===== src/rtl/motoro3_pwm_capture.sv =====
// PWM pulse capture: synchronizes and glitch-filters an asynchronous PWM input,
// then measures high time and rising-to-rising period in clock cycles.
module motoro3_pwm_capture #(
  parameter int          CNT_W    = 16,
  parameter int          FILT_LEN = 3,
  parameter int unsigned TIMEOUT  = 16'hFFFF
) (
  input  logic             clk,
  input  logic             nRst,
  input  logic             pwmIn,
  input  logic             m3r_capEnable,
  output logic [CNT_W-1:0] capHighLen,
  output logic [CNT_W-1:0] capPeriodLen,
  output logic             capValid,
  output logic             capOverflow,
  output logic             capStuck,
  output logic             capStuckLevel,
  output logic [1:0]       o_dbg_state
);

  localparam logic [CNT_W-1:0] TO_V      = CNT_W'(TIMEOUT);
  localparam logic [CNT_W-1:0] CNT_MAX   = '1;
  localparam logic [CNT_W-1:0] CNT_ONE   = CNT_W'(1);
  localparam logic [3:0]       FILT_LAST = 4'(FILT_LEN - 1);

  typedef enum logic [1:0] {
    S_IDLE  = 2'd0,
    S_HIGH  = 2'd1,
    S_LOW   = 2'd2,
    S_STUCK = 2'd3
  } state_t;

  state_t           r_state;
  state_t           w_next;
  logic             r_sync1;
  logic             r_sync2;
  logic             r_pwm_f;
  logic             r_pwm_f_d;
  logic [3:0]       r_filt_cnt;
  logic [CNT_W-1:0] r_high_cnt;
  logic [CNT_W-1:0] r_period_cnt;
  logic             w_rise;
  logic             w_fall;
  logic             w_timeout;
  logic             w_capture;
  logic             w_start;
  logic             w_stuck_set;
  logic             w_inc_high;
  logic             w_inc_period;
  logic             w_clear;

  // The filtered level flips only after FILT_LEN consecutive disagreeing samples.
  always_ff @(posedge clk or negedge nRst) begin
    if (!nRst) begin
      r_sync1    <= 1'b0;
      r_sync2    <= 1'b0;
      r_pwm_f    <= 1'b0;
      r_pwm_f_d  <= 1'b0;
      r_filt_cnt <= '0;
    end else begin
      r_sync1   <= pwmIn;
      r_sync2   <= r_sync1;
      r_pwm_f_d <= r_pwm_f;
      if (r_sync2 != r_pwm_f) begin
        if (r_filt_cnt == FILT_LAST) begin
          r_pwm_f    <= r_sync2;
          r_filt_cnt <= '0;
        end else begin
          r_filt_cnt <= r_filt_cnt + 4'd1;
        end
      end else begin
        r_filt_cnt <= '0;
      end
    end
  end

  assign w_rise      = r_pwm_f & ~r_pwm_f_d;
  assign w_fall      = ~r_pwm_f & r_pwm_f_d;
  assign w_timeout   = (r_period_cnt == TO_V);
  assign o_dbg_state = r_state;

  always_ff @(posedge clk or negedge nRst) begin
    if (!nRst) r_state <= S_IDLE;
    else       r_state <= w_next;
  end

  // A rise beats the timeout, and the timeout beats a fall, in the same cycle.
  always_comb begin
    w_next       = r_state;
    w_capture    = 1'b0;
    w_start      = 1'b0;
    w_stuck_set  = 1'b0;
    w_inc_high   = 1'b0;
    w_inc_period = 1'b0;
    w_clear      = 1'b0;
    if (!m3r_capEnable) begin
      w_next  = S_IDLE;
      w_clear = 1'b1;
    end else begin
      case (r_state)
        S_IDLE, S_STUCK: begin
          if (w_rise) begin
            w_next  = S_HIGH;
            w_start = 1'b1;
          end
        end
        S_HIGH, S_LOW: begin
          if (w_rise) begin
            w_next    = S_HIGH;
            w_start   = 1'b1;
            w_capture = (r_state == S_LOW);
          end else if (w_timeout) begin
            w_next      = S_STUCK;
            w_stuck_set = 1'b1;
          end else begin
            w_inc_period = 1'b1;
            w_inc_high   = (r_state == S_HIGH) & ~w_fall;
            if ((r_state == S_HIGH) && w_fall) w_next = S_LOW;
          end
        end
        default: w_next = S_IDLE;
      endcase
    end
  end

  always_ff @(posedge clk or negedge nRst) begin
    if (!nRst) begin
      r_high_cnt   <= '0;
      r_period_cnt <= '0;
    end else if (w_clear) begin
      r_high_cnt   <= '0;
      r_period_cnt <= '0;
    end else if (w_start) begin
      r_high_cnt   <= CNT_ONE;
      r_period_cnt <= CNT_ONE;
    end else begin
      if (w_inc_period && (r_period_cnt != CNT_MAX)) r_period_cnt <= r_period_cnt + CNT_ONE;
      if (w_inc_high && (r_high_cnt != CNT_MAX))     r_high_cnt   <= r_high_cnt + CNT_ONE;
    end
  end

  // Measurement registers keep their last values while capture is disabled.
  always_ff @(posedge clk or negedge nRst) begin
    if (!nRst) begin
      capHighLen    <= '0;
      capPeriodLen  <= '0;
      capValid      <= 1'b0;
      capOverflow   <= 1'b0;
      capStuck      <= 1'b0;
      capStuckLevel <= 1'b0;
    end else begin
      capValid <= w_capture;
      if (w_capture) begin
        capHighLen   <= r_high_cnt;
        capPeriodLen <= r_period_cnt;
        capOverflow  <= (r_high_cnt == CNT_MAX) | (r_period_cnt == CNT_MAX);
      end
      if (w_clear | w_start) begin
        capStuck <= 1'b0;
      end else if (w_stuck_set) begin
        capStuck      <= 1'b1;
        capStuckLevel <= r_pwm_f;
      end
    end
  end

endmodule


===== config.mk =====
export PLATFORM = sky130hd
export DESIGN_NAME = motoro3_pwm_capture
export DESIGN_NICKNAME = d
export VERILOG_FILES = /design/src/rtl/motoro3_pwm_capture.sv
export SDC_FILE = /design/constraint.sdc
export NUM_CORES = 1
export LEC_CHECK = 0
export CORE_AREA = 2 2 80 140
export CTS_BUF_LIST = sky130_fd_sc_hd__clkbuf_8
export DETAILED_ROUTE_END_ITERATION = 16
export DIE_AREA = 0 0 82 142
export GPL_TIMING_DRIVEN = 0
export PLACE_DENSITY = 0.55
export SYNTH_ARGS = -nofsm -noshare
export SYNTH_HDL_FRONTEND = slang
export SYNTH_SLANG_ARGS = --single-unit

===== constraint.sdc =====
create_clock -name clk -period 2.45 [get_ports clk]
set_clock_uncertainty 0.1 [all_clocks]
set_input_delay 0.49 -clock clk [delete_from_list [all_inputs] [get_ports clk]]
set_output_delay 0.49 -clock clk [all_outputs]
set_load 0.03 [all_outputs]

# Word-level counts from Yosys, hierarchy flattened

Cells that the tools add are included.

$add $sub $neg: 3
Multipliers: 0
Div/mod/pow operators: 0
$lt $le $gt $ge: 0
Equality and inequality tests: 13
Shift-type cells: 0
Mux-type cells: 35
Bitwise logic cells: 9
Reduce and logical (&&, ||, !) cells: 11

Operators by type and width:

| cell                                                                    | number |
|---|---|
| 16-bit 2-to-1 mux                                                       | 6 |
| 16-bit by 1-bit adder with 16-bit output, second input constant         | 2 |
| 16-bit == test, second input constant                                   | 2 |
| 16-bit inequality test, second input constant                           | 2 |
| 1-bit 2-to-1 mux                                                        | 21 |
| 2-bit 2-to-1 mux                                                        | 5 |
| 4-bit 2-to-1 mux                                                        | 2 |
| 3-bit by 1-bit inequality test with 1-bit output, second input constant | 2 |
| 2-bit AND reduction                                                     | 3 |
| 5-bit inequality test, second input constant                            | 1 |
| 4-bit by 1-bit adder with 4-bit output, second input constant           | 1 |
| 2-bit == test, second input constant                                    | 2 |
| 4-bit by 2-bit == test with 1-bit output, second input constant         | 1 |
| 1-bit inverter                                                          | 4 |
| 2-bit one-hot mux with 2 select lines                                   | 1 |
| 2-bit OR reduction                                                      | 2 |
| 4-bit OR reduction                                                      | 1 |
| 1-bit AND                                                               | 3 |
| 1-bit logical AND                                                       | 3 |
| 3-bit inequality test, second input constant                            | 1 |
| 2-bit by 1-bit == test with 1-bit output, second input constant         | 1 |
| 2-bit logical NOT                                                       | 1 |
| 1-bit bitwise OR                                                        | 2 |
| 2-bit nonzero test                                                      | 1 |
| 1-bit inequality test                                                   | 1 |

Bits in registers: 78
Latch bits: 0
Bits in writable memories: 0
ROM bits: 0
Bits of input ports: 4
Output and inout bits: 38
Logic and storage cells: 85
Memories kept: 0

# Depth between registers and ports, before layout

Gate-level depths: netlist (run 1).

Word-level depth: 12
Gate-level depth with buffers: 9
Gate-level depth less buffers: 7

# Least setup slack after synthesis (run 1)

OpenSTA, ideal clock, no wires.

Path kind: register -> register
From: register r_state[0] (netlist: o_dbg_state[0])
To: register r_high_cnt[12]
Arrival time: 2.324 ns
Path slack: -0.052 ns
Stages on the path, launching flop included: 9
Path buffers: 1
Clock period less this slack: 2.502 ns
Cell sequence: dfrtp_1 -> inv_1 -> ha_1 -> nor2b_1 -> nand2_1 -> or3_1 -> buf_6 -> or4_1 -> a21oi_1

Word-level cells in the longest chain between the ends: 8
Elaborated cells on any way between the ends: 10
Those cells by class: eq/ne: 3; mux: 4; bitwise: 1; reduce/logical: 2

Ends and longest elaborated chain:

| what                                                         | line     | RTL |
|---|---|---|
| start: declaration                                           | 33       | `state_t r_state;` |
| start signal: assignment                                     | 84       | `else r_state <= w_next;` |
| 2-bit by 1-bit == test with 1-bit output                     | 100, 117 |  |
| 1-bit AND                                                    | 117      | `w_inc_high = (r_state == S_HIGH) & ~w_fall;` |
| 1-bit 2-to-1 mux                                             | 112      | `end else if (w_timeout) begin` |
| 1-bit 2-to-1 mux                                             | 108      | `if (w_rise) begin` |
| 1-bit 2-to-1 mux *                                           | 100      | `case (r_state)` |
| 1-bit 2-to-1 mux *                                           | 96       | `if (!m3r_capEnable) begin` |
| 1-bit logical AND *                                          | 138      | `if (w_inc_high && (r_high_cnt != CNT_MAX)) r_high_cnt <= r_high_cnt + CNT_ONE;` |
| 3-bit by 1-bit inequality test with 1-bit output (no line) * | n/a      |  |
| end signal: assignment                                       | 138      |  |
| end: declaration                                             | 40       | `logic [CNT_W-1:0] r_high_cnt;` |

Every way passes the cells marked *; elsewhere a longest branch is shown, timed or not.
A chain may end at the register's enable or synchronous reset.

# Worst setup path in the final report (run 1)

Ends and elaborated chain as after synthesis.

==> flow_metrics.py, run 1 <==
metrics = {
    "clocking": {
        "cts_buffers": 9,
        "clock-sinks": 78,
        "htreeDepth": 3,
        "clockRootBuffer": "clkbuf_8",
        "insertion_delay_ns": 0.35,
        "clk_pin_slew_ns": 0.08,
        "clk_path_buf_depth": 2,
        "cts_tree": "done",
    },
    "cells_and_area": {
        "area_growth_syn_to_layout_pct": 25.0,
        "fin_nets": 448,
        "finalNonFillerCells": 573,
        "num_antenna_cells": 0,
        "fillers": 1075,
        "drive_gt1_share_pct": 8.80,
    },
    "logic_synthesis": {
        "async_flop_share_pct": 100,
        "synth.largest_area_cell": "dfrtp_1",
        "ys_seq_area_share_pct": 54.1,
        "synthTopCellsByArea": "dfrtp_1 54%, nand2_1 13%, nor2_1 3.1%",
        "netlist_area_um2": 3610,
        "synth_cell_types": 44,
        "synth_edf_count": 0,
        "syn_inst": 383,
        "ys_warn_count": 0,
        "synth_seq_cells": 78,
        "dominantRegCellSynth": "dfrtp_1",
        "synth_top_area_share_pct": 54.1,
        "synthesis.nets": 393,
        "synth.avg_cell_area_um2": 9.42,
    },
    "placed_design": {
        "port_buffers": 41,
        "placed_cells": 555,
        "dpl.hpwl_mm": 5.67,
        "gp_congestion": 0.812,
    },
    "pwr": {
        "leakagePower_nw": 2.07,
        "powerDensity_nw_per_um2": 685,
        "ir_drop_mv": 0.370,
        "total_power_mw": 3.09,
    },
    "critical_path": {
        "crit_slowest_cell": "or4_1",
        "r2r-end": "r_high_cnt[12]$_DFFE_PN0P_",
        "worst-setup-path-type": "flip-flop to flip-flop",
        "crit_path_end_kind": "flip-flop",
        "worstPathRequired_ns": 2.62,
        "cp_top_family": "simple AND/OR/NAND/NOR gates",
        "cp-start-kind": "flip-flop",
        "worstRegToRegCells": 8,
        "worstPathMaxFanout": 10,
        "arrival_ns": 2.49,
        "critPathMaxStageDelay_ns": 0.47,
        "r2r_start": "o_dbg_state[0]$_DFFE_PN0P_",
        "path_cells": "inv_1, ha_4, nor2b_4, nand2_1, or3_1, buf_6, or4_1, a21oi_1",
        "r2r_slack_ns": 0.13,
        "path_buf_inv": 2,
    },
    "sta": {
        "finalCritPeriodShare_pct": 94.8,
        "finalSetupViolations": 0,
        "layout_min_cycle_time_ns": 2.32,
        "timing.fmax_mhz": 431,
        "relSlewSlack_pct": 58.6,
        "hold_viol": 0,
        "worst_pin_slew_ns": 0.616,
        "drv_slew": 0,
        "rsz0062_at_grt": "no",
    },
    "die": {
        "fp.dieH_um": 142,
        "die_area_um2": 11600,
        "core_area_um2": 10500,
        "initial_utilization_pct": 34.3,
        "fp.dieW_um": 82,
        "io_pins": 42,
        "rows": 50,
    },
    "drt": {
        "dr.pass1.iters": 4,
        "drc_errors": 0,
        "drtIter0Drc": 114,
        "viasPerCell": 4.96,
        "vias": 2840,
        "post_drt_wl_per_cell_um": 13.8,
        "postRouteAntennaNets": 0,
        "routed_wl_mm": 7.93,
    },
    "worst_hold_path": {
        "hold-path-cell-count": 0,
        "holdCritStartpoint": "r_sync1$_DFF_PN0_",
        "whs_endpoint": "r_sync2$_DFF_PN0_",
        "hold_class": "flip-flop to flip-flop",
    },
    "global_routing": {
        "grt_pass1_wl_mm": 13.6,
        "met1_usage_pct": 18.8,
        "grt_pass1_vias": 2850,
        "antenna_found_initial": 0,
        "top_usage_layer": "met2",
        "grtUsageMet2_pct": 25.5,
        "grt_usage_pct": 15.3,
        "grt_start_max_net_pins": 51,
        "overflow": 0,
        "grt_util_met3_pct": 2.54,
    },
    "status": {
        "outcome": "finished, final reports clean",
    },
    "flow_run": {
        "maxCapViolCount": 0,
    },
}
[cells by family after synthesis]
group                    count (synthesis)  share of synthesized area [%]
AO/OA/AOI/OAI                           34                           5.68
XOR/XNOR                                19                           4.82
adder cells (fa/ha/maj)                  6                           2.08
buffers and inverters                   22                           3.02
flip-flops                              78                           54.1
multiplexers                             4                           1.28
AND/OR/NAND/NOR                        220                           29.0
[area by class of cell]
class                   count  area [µm²]  share of cell area [%]
clock inverters             5        97.6                    2.16
flip-flops and latches     78        1950                    43.3
inverters                   7        26.3                   0.582
plain buffers              15        83.8                    1.86
well taps                 130         163                    3.61
repair buffers             44         453                    10.0
multi-input cells         283        1580                    35.1
clock buffers              11         151                    3.36
[metrics by stage]
step	setup TNS (ns)	worst slack (ns)	utilization (%)	instance area [µm²]	hold WS, ns
6_report	0	0.128	42.9	4510	0.251
5_1_grt	0	0.0248	42.9	4510	0.266
4_1_cts	0	0.0138	42.6	4480	0.256
3_5_place_dp	-6.39	-0.253	40.0	4210	0.237
3_3_place_gp	-163.48	-2.33	39.8	4180	0.235
2_1_floorplan	0	0.0431	-	3610	0.0944
[power breakdown]
group,switching (mW),total [mW],internal [mW]
logic,0.303,0.494,0.191
clock network,0.455,1.18,0.726
registers,0.0692,1.42,1.35
[worst max path at each step]
| stage | start | endpoint | slack [ns] | depth (start not counted) |
|---|---|---|---|---|
| 2_1_floorplan | o_dbg_state[0]$_DFFE_PN0P_ | r_high_cnt[12]$_DFFE_PN0P_ | 0.04 | 8 |
| 3_3_place_gp | nRst | o_dbg_state[0]$_DFFE_PN0P_ | -2.33 | 1 |
| 3_5_place_dp | m3r_capEnable | capHighLen[15]$_DFFE_PN0P_ | -0.25 | 6 |
| 4_1_cts | o_dbg_state[0]$_DFFE_PN0P_ | r_high_cnt[12]$_DFFE_PN0P_ | 0.01 | 8 |
| 5_1_grt | r_period_cnt[1]$_DFFE_PN0P_ | r_high_cnt[13]$_DFFE_PN0P_ | 0.02 | 8 |
| 6_report | o_dbg_state[0]$_DFFE_PN0P_ | r_high_cnt[12]$_DFFE_PN0P_ | 0.13 | 8 |
[layout by cell type (no fill, tap or decap), drive strengths merged, types with 3 or more instances in the layout]
cell type / count
nand2: 121
dfrtp: 78
clkdlybuf4s50: 40
nor2: 31
clkbuf: 16
nand4: 15
nand3: 14
buf: 13
xor2: 11
o21ai: 11
a21oi: 10
inv: 9
xnor2: 8
and4: 6
or3: 6
ha: 6
nor4: 6
or4: 5
nor3: 4
and3: 3
and2: 3
a21boi: 3
bufinv: 3
[worst reg2reg max path: stages (launching register included)]
cell	delay, ns
dfrtp_2	0.43
inv_1	0.12
ha_4	0.25
nor2b_4	0.13
nand2_1	0.07
or3_1	0.36
buf_6	0.15
or4_1	0.47
a21oi_1	0.17
[flip-flops by register name, indices dropped and copies added (netlist names), 2 cells and up]
register,flops
capHighLen,16
capPeriodLen,16
r_high_cnt,16
r_period_cnt,16
r_filt_cnt,4
o_dbg_state,2
[repair_timing]
item / 4_1_cts / 5_1_grt
gates resized for setup: 3 / 5
endpoints found under the setup margin: 15 / 12
hold buffers: 1 / 0
hold endpoints to repair: 28 / 0
cloned: 0 / 0
setup buffers: 1 / 0
[metal layers]
metal / vias to the layer above / wire length [µm]
li1: 1410 / -
met1: 1370 / 3450
met2: 50 / 4120
met3: 10 / 225
met4: 0 / 134
met5: - / 0
[cell usage after synthesis (2+ instances only)]
library cell / instances
a21boi_0: 3
a21oi_1: 10
a31o_2: 2
a31oi_1: 2
and2_1: 3
and3_1: 3
and4_1: 6
buf_1: 4
buf_2: 3
buf_6: 3
clkbuf_1: 5
dfrtp_1: 78
ha_1: 6
inv_1: 7
mux2i_1: 2
nand2_1: 121
nand2b_1: 2
nand3_1: 13
nand4_1: 14
nand4b_1: 2
nor2_1: 30
nor2b_1: 2
nor3_1: 4
nor4_1: 4
o21ai_0: 4
o21ai_1: 7
or3_1: 6
or4_1: 5
xnor2_1: 7
xor2_1: 11
Power figures use the tool's default switching activity.
==> run 2: changes to the inputs <==
--- a/config.mk
+++ b/config.mk
@@ -5,12 +5,13 @@
 export SDC_FILE = /design/constraint.sdc
 export NUM_CORES = 1
 export LEC_CHECK = 0
-export CORE_AREA = 2 2 80 140
+export ABC_AREA = 1
+export CORE_AREA = 2 2 68 118
 export CTS_BUF_LIST = sky130_fd_sc_hd__clkbuf_8
 export DETAILED_ROUTE_END_ITERATION = 16
-export DIE_AREA = 0 0 82 142
+export DIE_AREA = 0 0 70 120
 export GPL_TIMING_DRIVEN = 0
-export PLACE_DENSITY = 0.55
+export PLACE_DENSITY = 0.78
 export SYNTH_ARGS = -nofsm -noshare
 export SYNTH_HDL_FRONTEND = slang
 export SYNTH_SLANG_ARGS = --single-unit
==> run 2 against run 1 <==
Compared with the run above:
- core utilization is 21 points higher
- sequential share of layout area is 2.5 points lower
- sequential power hardly changed
- fmax is 12% higher
- critical path depth is 1 higher
- clock power is 6% lower
- die area is 28% lower
- critical endpoint unchanged
- highest routed layer unchanged
==> flow_metrics.py, run 2 <==
metrics = {
    "worst_hold_path": {
        "whs_endpoint": "r_sync2$_DFF_PN0_",
        "holdCritStartpoint": "r_sync1$_DFF_PN0_",
        "hold-path-cell-count": 0,
        "hold_class": "flip-flop to flip-flop",
    },
    "logic_synthesis": {
        "synthesis.nets": 535,
        "yosysMostFrequentCell": "nand2_1",
        "synth_edf_count": 0,
        "ys_warn_count": 0,
        "synth_cell_types": 31,
        "ys_seq_area_share_pct": 48.7,
        "synth.avg_cell_area_um2": 7.63,
        "synth_top_area_share_pct": 48.7,
        "netlist_top_cells_count": "186 x nand2_1, 78 x dfrtp_1, 58 x nor2_1",
        "netlist_area_um2": 4010,
        "syn_inst": 525,
        "synth_seq_cells": 78,
        "synth.largest_area_cell": "dfrtp_1",
        "dominantRegCellSynth": "dfrtp_1",
        "async_flop_share_pct": 100,
        "synthTopCellsByArea": "dfrtp_1 49%, nand2_1 17%, nand3_1 5.7%",
    },
    "global_routing": {
        "antenna_found_initial": 0,
        "grt_start_max_net_pins": 63,
        "overflow": 0,
        "grt_usage_pct": 25.5,
        "grt_pass1_vias": 3446,
        "grt_pass1_wl_mm": 16.7,
    },
    "placed_design": {
        "gp_congestion": 0.919,
        "preCtsSetupSlack_ns": 0.245,
        "dpl.hpwl_mm": 7.31,
        "port_buffers": 40,
    },
    "drt": {
        "post_drt_wl_per_cell_um": 14.9,
        "vias": 3608,
        "viasPerCell": 5.38,
        "postRouteAntennaNets": 0,
        "drtIter0Drc": 307,
        "drc_errors": 0,
        "routed_wl_mm": 9.99,
        "dr.pass1.iters": 6,
    },
    "critical_path": {
        "r2r-end": "r_high_cnt[12]$_DFFE_PN0P_",
        "crit_path_end_kind": "flip-flop",
        "worstSetupStartpoint": "r_high_cnt[0]$_DFFE_PN0P_",
        "path_cells": "ha_1, nand3_2, nor3_1, nand3_2, nand3_4, nand2_4, buf_6, nand2_1, nand2_1",
        "r2r_start": "r_high_cnt[0]$_DFFE_PN0P_",
        "worstPathRequired_ns": 2.61,
        "worst-setup-path-type": "flip-flop to flip-flop",
        "r2r_slack_ns": 0.37,
        "cp-start-kind": "flip-flop",
        "arrival_ns": 2.23,
        "critPathMaxStageDelay_ns": 0.47,
        "cp_top_family": "simple AND/OR/NAND/NOR gates",
        "worstRegToRegCells": 9,
        "path_buf_inv": 1,
        "worstPathMaxFanout": 10,
        "crit_slowest_cell": "dfrtp_1",
    },
    "cells_and_area": {
        "layout.cells.most_common": "nand2_1",
        "area_growth_syn_to_layout_pct": 19.4,
        "drive_gt1_share_pct": 7.72,
        "ff_latch_area_um2": 1950,
        "fin_util_pct": 64.1,
        "multi_input_area_um2": 1770,
        "fin_nets": 588,
        "fillers": 669,
        "mostFrequentLayoutCells": "186 x nand2_1, 78 x dfrtp_1, 58 x nor2_1",
        "num_antenna_cells": 0,
    },
    "clocking": {
        "cts_buffers": 9,
        "clock-sinks": 78,
        "insertion_delay_ns": 0.36,
        "clk_path_buf_depth": 2,
        "clockRootBuffer": "clkbuf_8",
        "cts_tree": "done",
        "htreeDepth": 3,
        "post_cts_buffers": 0,
        "clk_pin_slew_ns": 0.08,
    },
    "pwr": {
        "powerDensity_nw_per_um2": 690,
        "ir_drop_mv": 0.497,
        "leakagePower_nw": 2.26,
    },
    "sta": {
        "hold_ws_ns": 0.265,
        "timing.fmax_mhz": 482,
        "hold_viol": 0,
        "fin_ws_ns": 0.374,
        "finalCritPeriodShare_pct": 84.7,
        "relSlewSlack_pct": 63.3,
        "rsz0062_at_grt": "no",
        "worst_pin_slew_ns": 0.551,
        "layout_min_cycle_time_ns": 2.08,
        "tns_ns": 0,
        "drv_slew": 0,
        "finalSetupViolations": 0,
    },
    "die": {
        "die_area_um2": 8400,
        "io_pins": 42,
        "rows": 42,
        "core_area_um2": 7460,
        "fp.dieH_um": 120,
        "fp.dieW_um": 70,
        "initial_utilization_pct": 53.7,
    },
    "flow_run": {
        "maxCapViolCount": 0,
    },
    "status": {
        "outcome": "finished, final reports clean",
    },
}
[run 2: how the worst max path moves through the flow]
stage,to,slack [ns],cells past startpoint
2_1_floorplan,r_high_cnt[7]$_DFFE_PN0P_,0.58,9
4_1_cts,r_high_cnt[12]$_DFFE_PN0P_,0.38,9
3_5_place_dp,capPeriodLen[11]$_DFFE_PN0P_,0.25,7
5_1_grt,r_high_cnt[12]$_DFFE_PN0P_,0.22,9
3_3_place_gp,r_high_cnt[11]$_DFFE_PN0P_,-1.89,1
6_report,r_high_cnt[12]$_DFFE_PN0P_,0.37,9
[run 2: metal layers]
layer,vias up,global-route usage [%],share of wire [%]
li1,1771,-,-
met1,1681,29.7,40
met2,133,46.1,53
met3,23,4.62,5.1
met4,0,9.50,2.4
met5,-,0,0
[run 2: power by group]
group / total (mW) / internal, mW / switching, mW
Clock: 1.11 / 0.608 / 0.499
Sequential: 1.45 / 1.36 / 0.0859
Combinational: 0.743 / 0.228 / 0.515
Total: 3.30 / 2.20 / 1.10
[run 2: cells by family after synthesis]
kind of cell,synth area share (%)
AO/OA/AOI/OAI,6.18
XOR/XNOR,1.75
adder cells (fa/ha/maj),1.87
buffers and inverters,7.09
flip-flops,48.7
AND/OR/NAND/NOR,34.4
[run 2: final cells by class]
class / instances / area share [%]
clock buffers: 10 / 2.88
well taps: 88 / 2.30
flip-flops and latches: 78 / 40.8
inverters: 49 / 3.85
multi-input cells: 382 / 37.0
plain buffers: 16 / 2.09
clock inverters: 6 / 1.94
repair buffers: 42 / 9.10
[run 2: worst register-to-register path, stage by stage, from the launching register on]
cell and delay (ns):
dfrtp_1 0.47, ha_1 0.30, nand3_2 0.18, nor3_1 0.21, nand3_2 0.15, nand3_4 0.18, nand2_4 0.11, buf_6 0.16
nand2_1 0.06, nand2_1 0.05
[run 2: repair_timing]
action                    in CTS  in global routing
resized for setup              0                  0
hold endpoints to repair      16                  0
hold buffers                   1                  0
[run 2: per-stage QoR]
step / total power, mW / cell area [µm²] / std cells
after detailed placement: 2.21 / 4540 / 654
after floorplan: 1.97 / 4010 / 525
after global routing: 3.46 / 4780 / 671
after CTS: 3.32 / 4780 / 671
final: 3.30 / 4780 / 671
after global placement: 2.18 / 4520 / 653
==> run 3: changes to the inputs <==
--- a/config.mk
+++ b/config.mk
@@ -6,12 +6,12 @@
 export NUM_CORES = 1
 export LEC_CHECK = 0
 export ABC_AREA = 1
-export CORE_AREA = 2 2 68 118
+export CORE_AREA = 2 2 69 121
 export CTS_BUF_LIST = sky130_fd_sc_hd__clkbuf_8
 export DETAILED_ROUTE_END_ITERATION = 16
-export DIE_AREA = 0 0 70 120
+export DIE_AREA = 0 0 71 123
 export GPL_TIMING_DRIVEN = 0
-export PLACE_DENSITY = 0.78
+export PLACE_DENSITY = 0.79
 export SYNTH_ARGS = -nofsm -noshare
 export SYNTH_HDL_FRONTEND = slang
 export SYNTH_SLANG_ARGS = --single-unit
==> constraint.sdc (replaced) <==
create_clock -name clk -period 1.9 [get_ports clk]
set_clock_uncertainty 0.1 [all_clocks]
set_input_delay 0.38 -clock clk [delete_from_list [all_inputs] [get_ports clk]]
set_output_delay 0.38 -clock clk [all_outputs]
set_load 0.03 [all_outputs]
==> run 3 against run 2 <==
Compared with the run above:
- clock power rose by 16%
- non-clock buffer count up 11
- critical endpoint is now capHighLen[3]
- cell area is 3.8% higher
- die area up 4.0%
- critical path type is now flip-flop to primary output
- setup slack worse by 0.34 ns
- register-to-register slack got worse by 0.26 ns
- worst hold slack got worse by 0.0089 ns
- via count is 3.7% higher
- routed wire length grew 6.9%
- count of clock-buffer cells in the layout down 1
==> flow_metrics.py, run 3 (synthesis results as in run 2) <==
metrics = {
    "status": {
        "outcome": "finished, final reports clean",
    },
    "clocking": {
        "clk_pin_slew_ns": 0.08,
        "cts_tree": "done",
        "clk_path_buf_depth": 2,
        "insertion_delay_ns": 0.37,
        "clockRootBuffer": "clkbuf_8",
        "cts_buffers": 9,
        "clock-sinks": 78,
        "htreeDepth": 3,
    },
    "placed_design": {
        "port_buffers": 40,
        "placed_area_um2": 4550,
        "preCtsSetupSlack_ns": -0.210,
        "gp_congestion": 0.917,
        "dpl.hpwl_mm": 7.64,
    },
    "pwr": {
        "clock_power_share_pct": 29.9,
        "ir_drop_mv": 0.608,
        "p_int_mw": 2.80,
        "comb_power_share_pct": 26.8,
        "p_switching_mw": 1.52,
        "pwr-share-seq_pct": 43.3,
        "powerDensity_nw_per_um2": 870,
        "leakagePower_nw": 2.81,
        "switching_share_pct": 35.2,
    },
    "sta": {
        "hold_viol": 0,
        "finalSetupViolations": 0,
        "relSlewSlack_pct": 64.4,
        "drv_slew": 0,
        "fin_ws_ns": 0.0293,
        "worst_pin_slew_ns": 0.534,
        "layout_min_cycle_time_ns": 1.87,
        "finalCritPeriodShare_pct": 98.5,
        "timing.fmax_mhz": 535,
    },
    "cells_and_area": {
        "area_growth_syn_to_layout_pct": 23.9,
        "drive_gt1_share_pct": 12.0,
        "mostFrequentLayoutCells": "185 x nand2_1, 75 x dfrtp_1, 56 x nor2_1",
        "layout.cells.most_common": "nand2_1",
        "finalInstanceArea_um2": 4960,
        "num_antenna_cells": 0,
        "fin_nets": 599,
    },
    "critical_path": {
        "worst-setup-path-type": "flip-flop to primary output",
        "path_buf_inv": 1,
        "critPathMaxStageDelay_ns": 0.67,
        "worstRegToRegCells": 10,
        "cp-start-kind": "flip-flop",
        "worstPathRequired_ns": 1.42,
        "crit_path_end_kind": "primary output",
        "path_cells": "clkdlybuf4s50_1",
        "cp.depth": 1,
        "crit_slowest_cell": "clkdlybuf4s50_1",
        "cp_top_family": "buffers and inverters",
        "arrival_ns": 1.39,
        "worstPathMaxFanout": 2,
    },
    "drt": {
        "drtIter0Drc": 298,
        "post_drt_wl_per_cell_um": 15.6,
        "dr.pass1.iters": 5,
        "viasPerCell": 5.47,
        "vias": 3743,
        "routed_wl_mm": 10.7,
        "postRouteAntennaNets": 0,
        "drc_errors": 0,
    },
    "worst_hold_path": {
        "hold_class": "flip-flop to flip-flop",
        "hold-path-cell-count": 0,
    },
    "die": {
        "initial_utilization_pct": 51.4,
        "io_pins": 42,
        "die_area_um2": 8730,
        "rows": 43,
        "fp.dieW_um": 71,
        "fp.dieH_um": 123,
        "core_area_um2": 7800,
    },
    "global_routing": {
        "overflow": 0,
        "antenna_found_initial": 0,
        "grt_pass1_vias": 3665,
        "grt_usage_pct": 26.0,
        "grt_start_max_net_pins": 62,
        "grt_pass1_wl_mm": 17.3,
    },
    "flow_run": {
        "maxCapViolCount": 0,
    },
}
==> run 3: cell types whose count changed in the layout (fill, tap and decap cells not counted), moves of 2 or more <==
cell	previous run	this run
buf_4	7	18
nor2_1	58	56
dlygate4sd2_1	0	8
nand2_4	2	4
ha_4	0	2
dlymetal6s2s_1	0	24
clkinv_4	0	2
dfrtp_2	0	3
dfrtp_1	78	75
clkbuf_2	1	4
clkbuf_1	6	2
ha_1	6	4
nor2_2	1	3
clkdlybuf4s50_1	39	7
==> run 3: area by class of cell <==
type / instances / area, µm²
fill: 691 / 2840
sequential: 78 / 1960
multi-input combinational: 382 / 1830
timing repair buffer: 53 / 568
inverter: 49 / 186
clock buffer: 9 / 124
tap: 90 / 113
buffer: 16 / 105
clock inverter: 7 / 80.1
==> run 3: stage by stage <==
stage / util (%) / std cells / hold slack (ns) / setup TNS (ns) / total power [mW]
detailed placement: 58.3 / 656 / 0.173 / -5.53 / 2.85
global route: 63.6 / 684 / 0.274 / -0.0203 / 4.54
CTS: 61.5 / 676 / 0.260 / 0 / 4.18
floorplan: - / 525 / -0.0156 / 0 / 2.54
global placement: 57.9 / 655 / 0.235 / -187.56 / 2.82
finish: 63.6 / 684 / 0.256 / 0 / 4.32
==> run 3: final timing paths <==
path	to	startpoint	slack, ns
max in group asynchronous	r_high_cnt[1]$_DFFE_PN0P_	nRst	0.78
hold reg to reg	r_sync2$_DFF_PN0_	r_sync1$_DFF_PN0_	0.26
min in group asynchronous	capPeriodLen[4]$_DFFE_PN0P_	nRst	0.31
hold / removal	r_sync2$_DFF_PN0_	r_sync1$_DFF_PN0_	0.26
setup / recovery	capHighLen[3]	capHighLen[3]$_DFFE_PN0P_	0.03
setup reg to reg	r_period_cnt[14]$_DFFE_PN0P_	r_period_cnt[0]$_DFFE_PN0P_	0.11
==> run 3: layer usage <==
metal	global-route usage [%]	share of wire [%]	routed length, µm	up-vias
met5	0	0	0	-
met1	28.3	37	3940	1771
met4	14.5	4.4	475	0
met2	47.1	54	5740	135
li1	-	-	-	1799
met3	4.32	4.8	516	38
==> run 3: power by group through the flow <==
stage          registers, mW  logic (mW)  clock network [mW]
2_1_floorplan           1.91       0.626                   0
3_3_place_gp            1.90       0.917                   0
3_5_place_dp            1.91       0.944                   0
6_report                1.87        1.16                1.29
4_1_cts                 1.88       0.995                1.31
5_1_grt                 1.89        1.27                1.38
==> run 3: repair_timing <==
action | 4_1_cts | 5_1_grt
hold buffers | 1 | 0
endpoints found under the hold margin | 17 | 0
setup buffers | 3 | 8
setup endpoints to repair | 45 | 87
pin swaps | 3 | 1
resized for setup | 18 | 39
